**src/rtl/gp_cmd_executor_if.sv**
```systemverilog
// gp_cmd_executor_if: valid/ready bus port of the GP command executor.
// The master drives the request (valid, address, write data, direction).
// The slave returns ready and read data.
interface gp_cmd_executor_if #(
  parameter int unsigned ADDR_WIDTH = 32,
  parameter int unsigned DATA_WIDTH = 32
);
  logic                  mst_o_valid;
  logic [ADDR_WIDTH-1:0] mst_o_addr;
  logic [DATA_WIDTH-1:0] mst_o_wr_data;
  logic                  mst_o_rd0_wr1;
  logic                  mst_i_ready;
  logic                  mst_i_rd_valid;
  logic [DATA_WIDTH-1:0] mst_i_rd_data;

  modport master (
    output mst_o_valid, mst_o_addr, mst_o_wr_data, mst_o_rd0_wr1,
    input  mst_i_ready, mst_i_rd_valid, mst_i_rd_data
  );

  modport slave (
    input  mst_o_valid, mst_o_addr, mst_o_wr_data, mst_o_rd0_wr1,
    output mst_i_ready, mst_i_rd_valid, mst_i_rd_data
  );
endinterface

```
**src/rtl/gp_cmd_executor.sv**
```systemverilog
// gp_cmd_executor: fetches 64-bit commands from the command buffer by index.
// It executes each command as a word-aligned bus WRITE or read-modify-write.
// A sequence is zero or more RWM commands ended by one WRITE command.
// Optional feature macro GP_EXEC_TIMEOUT_EN adds a read-response watchdog
// (TIMEOUT_CYCLES); without it RD_WAIT waits indefinitely.
// All outputs are registered from the next state, so every output reflects
// the state the FSM has just entered.
module gp_cmd_executor #(
  parameter int unsigned CMD_WIDTH      = 64,
  parameter int unsigned CMD_DEPTH      = 128,
  parameter int unsigned ADDR_WIDTH     = 32,
  parameter int unsigned DATA_WIDTH     = 32,
  parameter int unsigned TIMEOUT_CYCLES = 256
) (
  input  logic                  clk,
  input  logic                  rst,
  input  logic                  start,
  output logic                  busy,
  output logic                  done,
  output logic                  error,
  output logic [1:0]            err_code,
  output logic                  cmd_rd_en,
  output logic [ADDR_WIDTH-1:0] cmd_addr,
  input  logic                  cmd_rd_valid,
  input  logic [CMD_WIDTH-1:0]  cmd_out,
  gp_cmd_executor_if.master     mst
);

  localparam logic [2:0] ST_IDLE     = 3'd0;
  localparam logic [2:0] ST_FETCH    = 3'd1;
  localparam logic [2:0] ST_WAIT_CMD = 3'd2;
  localparam logic [2:0] ST_RD_REQ   = 3'd3;
  localparam logic [2:0] ST_RD_WAIT  = 3'd4;
  localparam logic [2:0] ST_WR_REQ   = 3'd5;
  localparam logic [2:0] ST_DONE     = 3'd6;
  localparam logic [2:0] ST_ERR      = 3'd7;

  localparam logic [1:0] TYPE_WRITE  = 2'b00;
  localparam logic [1:0] TYPE_SET    = 2'b01;
  localparam logic [1:0] TYPE_CLEAR  = 2'b10;

  localparam logic [1:0] ERR_TYPE    = 2'b01;
  localparam logic [1:0] ERR_NOTERM  = 2'b10;
  localparam logic [1:0] ERR_TIMEOUT = 2'b11;

  localparam logic [ADDR_WIDTH-1:0] LP_DEPTH = ADDR_WIDTH'(CMD_DEPTH);

  logic [2:0]            r_state;
  logic [ADDR_WIDTH-1:0] r_index;
  logic [1:0]            r_type;
  logic [DATA_WIDTH-1:0] r_data;
  logic [ADDR_WIDTH-1:0] r_addr;
  logic [DATA_WIDTH-1:0] r_wdata;
  logic                  r_busy;
  logic                  r_done;
  logic                  r_error;
  logic [1:0]            r_err_code;
  logic                  r_cmd_rd_en;
  logic                  r_mst_valid;
  logic                  r_rd0_wr1;

  logic [2:0]            w_next_state;
  logic [1:0]            w_next_err;
  logic [ADDR_WIDTH-1:0] w_index_inc;
  logic                  w_timeout;
  logic                  w_start_acc;
  logic                  w_cmd_latch;
  logic                  w_rd_done;

  assign w_index_inc = r_index + {{(ADDR_WIDTH-1){1'b0}}, 1'b1};
  assign w_start_acc = (r_state == ST_IDLE) && start;
  assign w_cmd_latch = (r_state == ST_WAIT_CMD) && cmd_rd_valid;
  assign w_rd_done   = (r_state == ST_RD_WAIT) && mst.mst_i_rd_valid;

`ifdef GP_EXEC_TIMEOUT_EN
  localparam int unsigned LP_TO_W = $clog2(TIMEOUT_CYCLES + 1);
  logic [LP_TO_W-1:0] r_to_cnt;

  // Watchdog: zero outside RD_WAIT, so it restarts from 0 on every entry.
  always_ff @(posedge clk) begin
    if (rst) begin
      r_to_cnt <= '0;
    end else if (r_state != ST_RD_WAIT) begin
      r_to_cnt <= '0;
    end else begin
      r_to_cnt <= r_to_cnt + {{(LP_TO_W-1){1'b0}}, 1'b1};
    end
  end

  assign w_timeout = (r_to_cnt == LP_TO_W'(TIMEOUT_CYCLES - 1));
`else
  assign w_timeout = 1'b0;
`endif

  // Next-state decode and the error code to load when entering ERR.
  always_comb begin
    w_next_state = r_state;
    w_next_err   = 2'b00;
    case (r_state)
      ST_IDLE: begin
        if (start) w_next_state = ST_FETCH;
        else       w_next_state = ST_IDLE;
      end
      ST_FETCH: begin
        w_next_state = ST_WAIT_CMD;
      end
      ST_WAIT_CMD: begin
        if (cmd_rd_valid) begin
          case (cmd_out[1:0])
            TYPE_WRITE: w_next_state = ST_WR_REQ;
            TYPE_SET:   w_next_state = ST_RD_REQ;
            TYPE_CLEAR: w_next_state = ST_RD_REQ;
            default: begin
              w_next_state = ST_ERR;
              w_next_err   = ERR_TYPE;
            end
          endcase
        end else begin
          w_next_state = ST_WAIT_CMD;
        end
      end
      ST_RD_REQ: begin
        if (mst.mst_i_ready) w_next_state = ST_RD_WAIT;
        else                 w_next_state = ST_RD_REQ;
      end
      ST_RD_WAIT: begin
        if (mst.mst_i_rd_valid) begin
          w_next_state = ST_WR_REQ;
        end else if (w_timeout) begin
          w_next_state = ST_ERR;
          w_next_err   = ERR_TIMEOUT;
        end else begin
          w_next_state = ST_RD_WAIT;
        end
      end
      ST_WR_REQ: begin
        if (!mst.mst_i_ready) begin
          w_next_state = ST_WR_REQ;
        end else if (r_type == TYPE_WRITE) begin
          w_next_state = ST_DONE;
        end else if (w_index_inc == LP_DEPTH) begin
          w_next_state = ST_ERR;
          w_next_err   = ERR_NOTERM;
        end else begin
          w_next_state = ST_FETCH;
        end
      end
      ST_DONE: w_next_state = ST_IDLE;
      ST_ERR:  w_next_state = ST_IDLE;
      default: w_next_state = ST_IDLE;
    endcase
  end

  // State, index, status and handshake outputs, registered from the next state.
  always_ff @(posedge clk) begin
    if (rst) begin
      r_state     <= ST_IDLE;
      r_index     <= '0;
      r_busy      <= 1'b0;
      r_done      <= 1'b0;
      r_error     <= 1'b0;
      r_err_code  <= 2'b00;
      r_cmd_rd_en <= 1'b0;
      r_mst_valid <= 1'b0;
      r_rd0_wr1   <= 1'b0;
    end else begin
      r_state     <= w_next_state;
      r_busy      <= (w_next_state != ST_IDLE);
      r_done      <= (w_next_state == ST_DONE);
      r_error     <= (w_next_state == ST_ERR);
      r_cmd_rd_en <= (w_next_state == ST_FETCH);
      r_mst_valid <= (w_next_state == ST_RD_REQ) || (w_next_state == ST_WR_REQ);
      r_rd0_wr1   <= (w_next_state == ST_WR_REQ);
      if (w_start_acc) begin
        r_index    <= '0;
        r_err_code <= 2'b00;
      end else if (w_next_state == ST_ERR) begin
        r_err_code <= w_next_err;
        if ((r_state == ST_WR_REQ) && mst.mst_i_ready) begin
          r_index <= w_index_inc;
        end
      end else if ((r_state == ST_WR_REQ) && mst.mst_i_ready && (r_type != TYPE_WRITE)) begin
        r_index <= w_index_inc;
      end
    end
  end

  // Command latch and write-data formation; held stable while a request waits.
  always_ff @(posedge clk) begin
    if (rst) begin
      r_type  <= 2'b00;
      r_data  <= '0;
      r_addr  <= '0;
      r_wdata <= '0;
    end else if (w_cmd_latch) begin
      r_type  <= cmd_out[1:0];
      r_data  <= DATA_WIDTH'(cmd_out[33:2]);
      r_addr  <= ADDR_WIDTH'({cmd_out[CMD_WIDTH-1:34], 2'b00});
      r_wdata <= DATA_WIDTH'(cmd_out[33:2]);
    end else if (w_rd_done) begin
      if (r_type == TYPE_SET) r_wdata <= mst.mst_i_rd_data | r_data;
      else                    r_wdata <= mst.mst_i_rd_data & ~r_data;
    end
  end

  assign busy              = r_busy;
  assign done              = r_done;
  assign error             = r_error;
  assign err_code          = r_err_code;
  assign cmd_rd_en         = r_cmd_rd_en;
  assign cmd_addr          = r_index;
  assign mst.mst_o_valid   = r_mst_valid;
  assign mst.mst_o_addr    = r_addr;
  assign mst.mst_o_wr_data = r_wdata;
  assign mst.mst_o_rd0_wr1 = r_rd0_wr1;

endmodule

```
**src/flat_wrapper.sv**
```systemverilog
// flat-port wrapper written by rule: the top's interface ports become plain ports
module gp_cmd_executor_flat 
#(
  parameter int unsigned CMD_WIDTH      = 64,
  parameter int unsigned CMD_DEPTH      = 128,
  parameter int unsigned ADDR_WIDTH     = 32,
  parameter int unsigned DATA_WIDTH     = 32,
  parameter int unsigned TIMEOUT_CYCLES = 256
)
  (clk, rst, start, busy, done, error, err_code, cmd_rd_en, cmd_addr, cmd_rd_valid, cmd_out, mst_mst_o_valid, mst_mst_o_addr, mst_mst_o_wr_data, mst_mst_o_rd0_wr1, mst_mst_i_ready, mst_mst_i_rd_valid, mst_mst_i_rd_data);
  gp_cmd_executor_if #(.ADDR_WIDTH(ADDR_WIDTH), .DATA_WIDTH(DATA_WIDTH)) mst_i ();
  input  logic clk;
  input  logic rst;
  input  logic start;
  output logic busy;
  output logic done;
  output logic error;
  output logic [1:0] err_code;
  output logic cmd_rd_en;
  output logic [ADDR_WIDTH-1:0] cmd_addr;
  input  logic cmd_rd_valid;
  input  logic [CMD_WIDTH-1:0] cmd_out;
  output wire logic [$bits(mst_i.mst_o_valid)-1:0] mst_mst_o_valid;
  output wire logic [$bits(mst_i.mst_o_addr)-1:0] mst_mst_o_addr;
  output wire logic [$bits(mst_i.mst_o_wr_data)-1:0] mst_mst_o_wr_data;
  output wire logic [$bits(mst_i.mst_o_rd0_wr1)-1:0] mst_mst_o_rd0_wr1;
  input wire logic [$bits(mst_i.mst_i_ready)-1:0] mst_mst_i_ready;
  input wire logic [$bits(mst_i.mst_i_rd_valid)-1:0] mst_mst_i_rd_valid;
  input wire logic [$bits(mst_i.mst_i_rd_data)-1:0] mst_mst_i_rd_data;
  assign mst_mst_o_valid = mst_i.mst_o_valid;
  assign mst_mst_o_addr = mst_i.mst_o_addr;
  assign mst_mst_o_wr_data = mst_i.mst_o_wr_data;
  assign mst_mst_o_rd0_wr1 = mst_i.mst_o_rd0_wr1;
  assign mst_i.mst_i_ready = mst_mst_i_ready;
  assign mst_i.mst_i_rd_valid = mst_mst_i_rd_valid;
  assign mst_i.mst_i_rd_data = mst_mst_i_rd_data;
  gp_cmd_executor #(.CMD_WIDTH(CMD_WIDTH), .CMD_DEPTH(CMD_DEPTH), .ADDR_WIDTH(ADDR_WIDTH), .DATA_WIDTH(DATA_WIDTH), .TIMEOUT_CYCLES(TIMEOUT_CYCLES)) u_core (.clk(clk), .rst(rst), .start(start), .busy(busy), .done(done), .error(error), .err_code(err_code), .cmd_rd_en(cmd_rd_en), .cmd_addr(cmd_addr), .cmd_rd_valid(cmd_rd_valid), .cmd_out(cmd_out), .mst(mst_i));
endmodule
```
**config.mk**
```make
export PLATFORM = sky130hd
export DESIGN_NAME = gp_cmd_executor_flat
export DESIGN_NICKNAME = d
export VERILOG_FILES = /design/src/rtl/gp_cmd_executor_if.sv /design/src/rtl/gp_cmd_executor.sv /design/src/flat_wrapper.sv
export SDC_FILE = /design/constraint.sdc
export NUM_CORES = 1
export LEC_CHECK = 0
export CAP_MARGIN = 20
export CORE_AREA = 2 2 165 167
export CTS_CLUSTER_DIAMETER = 60
export CTS_CLUSTER_SIZE = 40
export DETAILED_ROUTE_END_ITERATION = 16
export DIE_AREA = 0 0 167 169
export HOLD_SLACK_MARGIN = 0.1
export SLEW_MARGIN = 20
export SYNTH_ARGS = -nofsm -noshare
export SYNTH_HDL_FRONTEND = slang
export SYNTH_SLANG_ARGS = --single-unit
```
**constraint.sdc**
```tcl
create_clock -name clk -period 5.5 [get_ports clk]
set_clock_uncertainty 0.1 [all_clocks]
set_input_delay 0.55 -clock clk [delete_from_list [all_inputs] [get_ports clk]]
set_output_delay 0.55 -clock clk [all_outputs]
set_load 0.01 [all_outputs]
```
Word-level counts from Yosys, hierarchy flattened:

Cells that the tools add are included.
Widths: inputs -> output; s select.

* add/subtract/negate cells: 1
* multipliers: 0
* divide/modulo/power cells: 0
* order comparisons: 0
* eq/ne operators: 17
* shift operators: 0
* mux-type cells: 21
* bitwise gates (word level): 3
* reductions and logical operators: 18

Operators by type and width (number)
* $mux 32: 6
* $add 32x1->32 const B: 1
* $and 32x32->32: 1
* $eq 32x8->1 const B: 1
* $not 32->32: 1
* $or 32x32->32: 1
* $eq 3x3->1 const B: 7
* $pmux 3 s7: 1
* $mux 3: 5
* $eq 3x2->1 const B: 3
* $mux 2: 4
* $eq 3x1->1 const B: 2
* $pmux 3 s2: 1
* $reduce_bool 2->1: 3
* $reduce_or 2->1: 3
* $logic_and 1x1->1: 5
* $eq 2x1->1 const B: 2
* $logic_not 2->1: 2
* $pmux 2 s2: 1
* $logic_not 3->1: 1
* $mux 1: 3
* $reduce_bool 3->1: 1
* $reduce_or 3->1: 1
* $eq 2x2->1 const B: 1
* 3 further kinds: 3

* bits in registers: 139
* bits in latches: 0
* memory bits (writable): 0
* memory bits (read-only): 0
* input port bits: 102
* output and inout port bits: 104
* word-level logic and storage cells: 73
* memories kept: 0

Depth between registers and ports, before layout:

* word-level depth: 9
* gate-level depth with buffers: 10
* mapped depth without buffers: 10

Worst setup path before layout:

Ideal clock, no wire load.

* kind: register to register
* from: register u_core.r_index[1], in the netlist u_core.cmd_addr[1]
* to: register u_core.r_err_code[0], in the netlist u_core.err_code[0]
* library setup time: 0.072 ns
* arrival: 2.874 ns
* required time: 5.328 ns
* slack: 2.455 ns
* cell stages (with the launch flop): 11
* path buffers: 1
* period minus slack after synthesis: 3.045 ns
* cell sequence: dfxtp_1 > ha_1 > clkbuf_1 > nand3_1 > nor4_1 > mux2i_1 > o211ai_1 > nor4b_4 > a31oi_4 > a2111oi_4 > mux2i_1

* longest elaborated chain between the ends: 7

Ends and longest elaborated chain
* start: declaration: line gp_cmd_executor.sv:49 `logic [ADDR_WIDTH-1:0] r_index;`
* start signal: assignment: line gp_cmd_executor.sv:180 `r_index <= w_index_inc;`
* start signal: assignment: line gp_cmd_executor.sv:183 `r_index <= w_index_inc;`
* $add 32x1->32: line gp_cmd_executor.sv:70 `assign w_index_inc = r_index + {{(ADDR_WIDTH-1){1'b0}}, 1'b1};`
* $eq 32x8->1: line gp_cmd_executor.sv:141 `end else if (w_index_inc == LP_DEPTH) begin`
* $mux 3: line gp_cmd_executor.sv:141
* $mux 3: line gp_cmd_executor.sv:139 `end else if (r_type == TYPE_WRITE) begin`
* $mux 3: line gp_cmd_executor.sv:137 `if (!mst.mst_i_ready) begin`
* $pmux 3 s7: line gp_cmd_executor.sv:99 `case (r_state)`
* $eq 3x3->1: line gp_cmd_executor.sv:177 `end else if (w_next_state == ST_ERR) begin`
* end signal: assignment: line gp_cmd_executor.sv:178 `r_err_code <= w_next_err;`
* end: declaration: line gp_cmd_executor.sv:57 `logic [1:0] r_err_code;`

Every way passes these cells.
A chain may end at the register's enable or synchronous reset.

Final worst setup path:

* from: register u_core.r_index[0], in the netlist u_core.cmd_addr[0]
* to: register u_core.r_err_code[1], in the netlist u_core.err_code[1]

* longest elaborated chain between the ends: 7
* elaborated cells between the ends (all ways): 11
* classes of those cells: add/sub: 1; eq/ne: 2; mux: 8

Ends and longest elaborated chain (line)
* $add 32x1->32 *: gp_cmd_executor.sv:70
* $eq 32x8->1 *: gp_cmd_executor.sv:141
* $mux 3: gp_cmd_executor.sv:141
* $mux 3: gp_cmd_executor.sv:139
* $mux 3: gp_cmd_executor.sv:137
* $pmux 3 s7: gp_cmd_executor.sv:99
* $eq 3x3->1: gp_cmd_executor.sv:177

Mark *: on every way between the ends. The rest lies on a longest branch, timed or not.

==> out/summary.log <==
[yosys] number of synthesized flops with an enable pin 0
[timing] final worst path period need 3.374 ns
[critical_path] Data required, critical path 5.75 ns
[global_routing] pin count of the biggest net entering global routing 104
[timing] maximum achievable frequency 296.4 MHz
[die] horizontal die dimension 167 um
[layout] most common cell after layout, fill and taps aside nand2_1
[clock_tree] number of sinks driven by the clock tree 139
[yosys] Yosys warning total 0
[yosys] Post-Synthesis Cell Area 6560 um^2
[layout] fill cell instance count of the final layout 2791
[timing] pin slew with the least headroom to its limit 0.8862 ns
[placed_design] final estimated routing congestion in global placement 0.7957
[critical_path] crit-path max cell delay 0.53 ns
[global_routing] global-route wire length before repair 31.95 mm
[global_routing] vias in the first global route 6060
[clock_tree] number of buffers on the longest clock path 2
[timing] worst max-slew margin expressed relative to the limit 40.37%
[worst_hold_path] Hold Crit Start u_core.mst.mst_o_wr_data[13]
[layout] number of non-filler instances in the completed layout 1360
[critical_path] Reg2Reg Depth 9
[yosys] ranking of synthesized cells by area dfxtp_1, nand2_1, a21oi_1, mux2i_1, nor2_1
[route] via density per instance 4.638
[clock_tree] CTS buffer count 17
[die] initial standard-cell utilization of the core 24.75%
[yosys] Yosys reg bits 139
[critical_path] list of cells traversed by the critical path ha_1 -> nand3_1 -> nor4_1 -> mux2i_1 -> o211ai_1 -> nor4b_4 -> a31oi_4 -> a2111oi_4 -> mux2i_1
[critical_path] library cell appearing most often on the critical path mux2i_1
[critical_path] setup slack, reg-to-reg 2.13 ns
[timing] Max Transition Viols Final 0
[clock_tree] Post CTS Setup Buffer Count 0
[clock_tree] CTS tree yes
[placed_design] count of input and output buffers 203
[pwr] clock network fraction of total power 47.4%
[global_routing] total congestion overflow 0
[pwr] internal portion of total power 1883 uW
[critical_path] WP data arrival 3.62 ns
[yosys] Post-Syn Instances 840
[yosys] Avg Inst Size Synth 7.810 um^2
[yosys] area fraction of the dominant cell type after synthesis 42.42%
[yosys] number of distinct library cells after synthesis 66
[die] DIE AREA 28220 um^2
[die] Floorplan Core Area 26500 um^2
[die] I/O Pins 206
[critical_path] launch point of the critical path u_core.cmd_addr[0]
[clock_tree] Clock transition at path regs 0.07 ns
[route] drt total wl 20.04 mm
[die] number of cell rows 60
[timing] endpoints failing setup 0
[critical_path] startpoint of the most critical register-to-register path u_core.cmd_addr[0]
[critical_path] crit start category register
[timing] post-route fraction of the period consumed by the critical path 61.34%
[critical_path] Critical Path Fanout Max 11
[pwr] worst IR drop on VDD 0.0001643 V
[clock_tree] total number of H-tree levels 4
[clock_tree] Clk Tree Root Cell clkbuf_16
[route] Post-DRT Antenna Nets 0
[route] First-pass DRT Iterations 5
[critical_path] slowest stage cell, crit path dfxtp_1
[placed_design] post-DP HPWL 13.26 mm
[pwr] cell area power density 272.6 nW/um^2
[clock_tree] total of cells resized after clock tree synthesis 0
[layout] Final Net Count 1111
[yosys] fraction of the yosys area taken by sequential cells 42.42%
[pwr] fraction of power consumed by combinational cells 11.3%
[pwr] leakage 0.003066 uW
[worst_hold_path] Hold Path Depth 2
[timing] setup TNS 0 ns
[pwr] part of the total power dissipated in sequential elements 41.3%
[yosys] flip-flop cell with the highest count after synthesis dfxtp_1
[critical_path] crit end category register
[clock_tree] Post-CTS Hold Fix Bufs 0
[layout] Area Growth Syn to Fin 43.93%
[route] drt first-iter violations 243
[critical_path] reg-to-reg endpoint u_core.err_code[1]
[yosys] Synth area leader dfxtp_1
[status] status completed
[critical_path] capturing instance or port of the critical path u_core.err_code[1]
[route] Vias 6307
[layout] final instance area 9442 um^2
[layout] commonest non-fill, non-tap cells in the layout nand2_1, clkdlybuf4s50_1, dfxtp_1
[timing] Hold Violations, Final 0
[pwr] proportion of total power due to net switching 26.82%
[critical_path] category of the most critical setup path reg2reg
[timing] RSZ-0062 raised after global routing no
[placed_design] standard cell area after detailed placement 8816 um^2
[yosys] proportion of register bits with asynchronous set or reset after synthesis 0%
[flow_run] max capacitance violation total 0
[die] die extent in y 169 um
[clock_tree] later-pin clock latency in the skew report 0.43 ns
[pwr] P_sw 690.3 uW
[route] remaining design rule violation count 0
[worst_hold_path] Tightest Hold Check Type reg2reg
[global_routing] overall track demand over capacity in global routing 13.92%
[placed_design] placed instance count 1327
[global_routing] antenna violations before repair 1
[layout] ratio of cells with drive above 1 in the final layout 6.287%
[route] WL/cell 14.74 um
[critical path, delay by kind of cell (launching register included)]
family / cells / cell delay, ns
adder cells (fa/ha/maj): 1 / 0.37
AND/OR/NAND/NOR: 3 / 0.96
multiplexers: 2 / 0.57
AO/OA/AOI/OAI: 3 / 0.75
flip-flops: 1 / 0.53
[routing by layer]
metal | global-route usage [%] | routed length, um | vias to the layer above
met4 | 3.861 | 240 | 0
met3 | 4.489 | 1405 | 16
met2 | 23.65 | 9705 | 163
li1 | - | - | 3187
met1 | 16.90 | 8691 | 2941
met5 | 0 | 0 | -
[stage by stage]
step                utilization [%]  hold WS (ns)  setup WS [ns]  total power, uW
global placement              33.27        0.3411          2.197             1377
finish                        35.63        0.3533          2.126             2574
floorplan                         -        0.3447          2.455             1220
detailed placement            33.27        0.3471          2.109             1379
CTS                           35.60        0.3544          2.147             2618
global route                  35.62        0.3689          1.809             2687
[power by group through the flow]
stage	Combinational, uW	Clock, uW	Sequential [uW]
3_5_place_dp	294	0	1090
4_1_cts	295	1260	1060
2_1_floorplan	129	0	1090
3_3_place_gp	292	0	1080
5_1_grt	321	1300	1070
6_report	291	1220	1060
[cell type report]
cell class              count  area, um^2  area share (%)
clock buffers              17       425.4           4.506
diodes                      1       2.502         0.02650
inverters                   9       33.78          0.3578
multi-input cells         629        3498           37.05
repair buffers            209        2078           22.01
clock inverters            15       193.9           2.054
flip-flops and latches    139        2783           29.47
well taps                 341       426.7           4.519
[worst min path at each step]
| stage | end | slack, ns |
|---|---|---|
| floorplan | u_core.r_type[0] | 0.34 |
| CTS | u_core.mst.mst_o_wr_data[13] | 0.35 |
| global route | u_core.mst.mst_o_addr[15] | 0.37 |
| finish | u_core.mst.mst_o_wr_data[13] | 0.35 |
| global placement | u_core.mst.mst_o_addr[7] | 0.34 |
| detailed placement | u_core.mst.mst_o_wr_data[5] | 0.35 |
[cells in the mapped netlist (2+ instances only)]
library cell	n
a211o_1	2
a211oi_1	3
a21o_1	2
a21oi_1	107
and3_1	4
and3b_1	2
and4_1	3
buf_1	2
buf_2	8
buf_4	3
clkbuf_1	51
dfxtp_1	139
ha_1	4
inv_1	9
mux2_2	2
mux2i_1	36
nand2_1	222
nand3_1	19
nand4_1	16
nand4b_1	3
nor2_1	52
nor2b_1	4
nor3_1	14
nor4_1	7
nor4_2	2
nor4b_1	3
o211ai_1	3
o21ai_0	38
or2_2	5
or3_1	6
xnor2_1	16
xor2_1	19
[sequential cells by signal, summed over array words and instances (netlist names)]
name and flops:
u_core.mst.mst_o_valid 1, u_core.r_state 3, u_core.err_code 2, u_core.mst.mst_o_wr_data 32, u_core.r_data 32, u_core.cmd_addr 32
u_core.busy 1, u_core.r_type 2, u_core.done 1, u_core.cmd_rd_en 1, u_core.error 1, u_core.mst.mst_o_addr 30
u_core.mst.mst_o_rd0_wr1 1
[logic make-up (layout without fill, tap and decap cells)]
| family | Yosys count | after routing | synth area share, % |
|---|---|---|---|
| buffers and inverters | 73 | 250 | 4.501 |
| xor gates and xnor gates | 35 | 35 | 4.673 |
| AOI/OAI and AO/OA | 173 | 173 | 15.11 |
| other | 1 | 3 | 0.05716 |
| and+or+nand+nor | 377 | 377 | 26.65 |
| adders and majority gates | 4 | 4 | 0.7630 |
| muxes | 38 | 38 | 5.836 |
| DFF | 139 | 139 | 42.42 |
No activity file was read; power rests on OpenSTA's default activity.
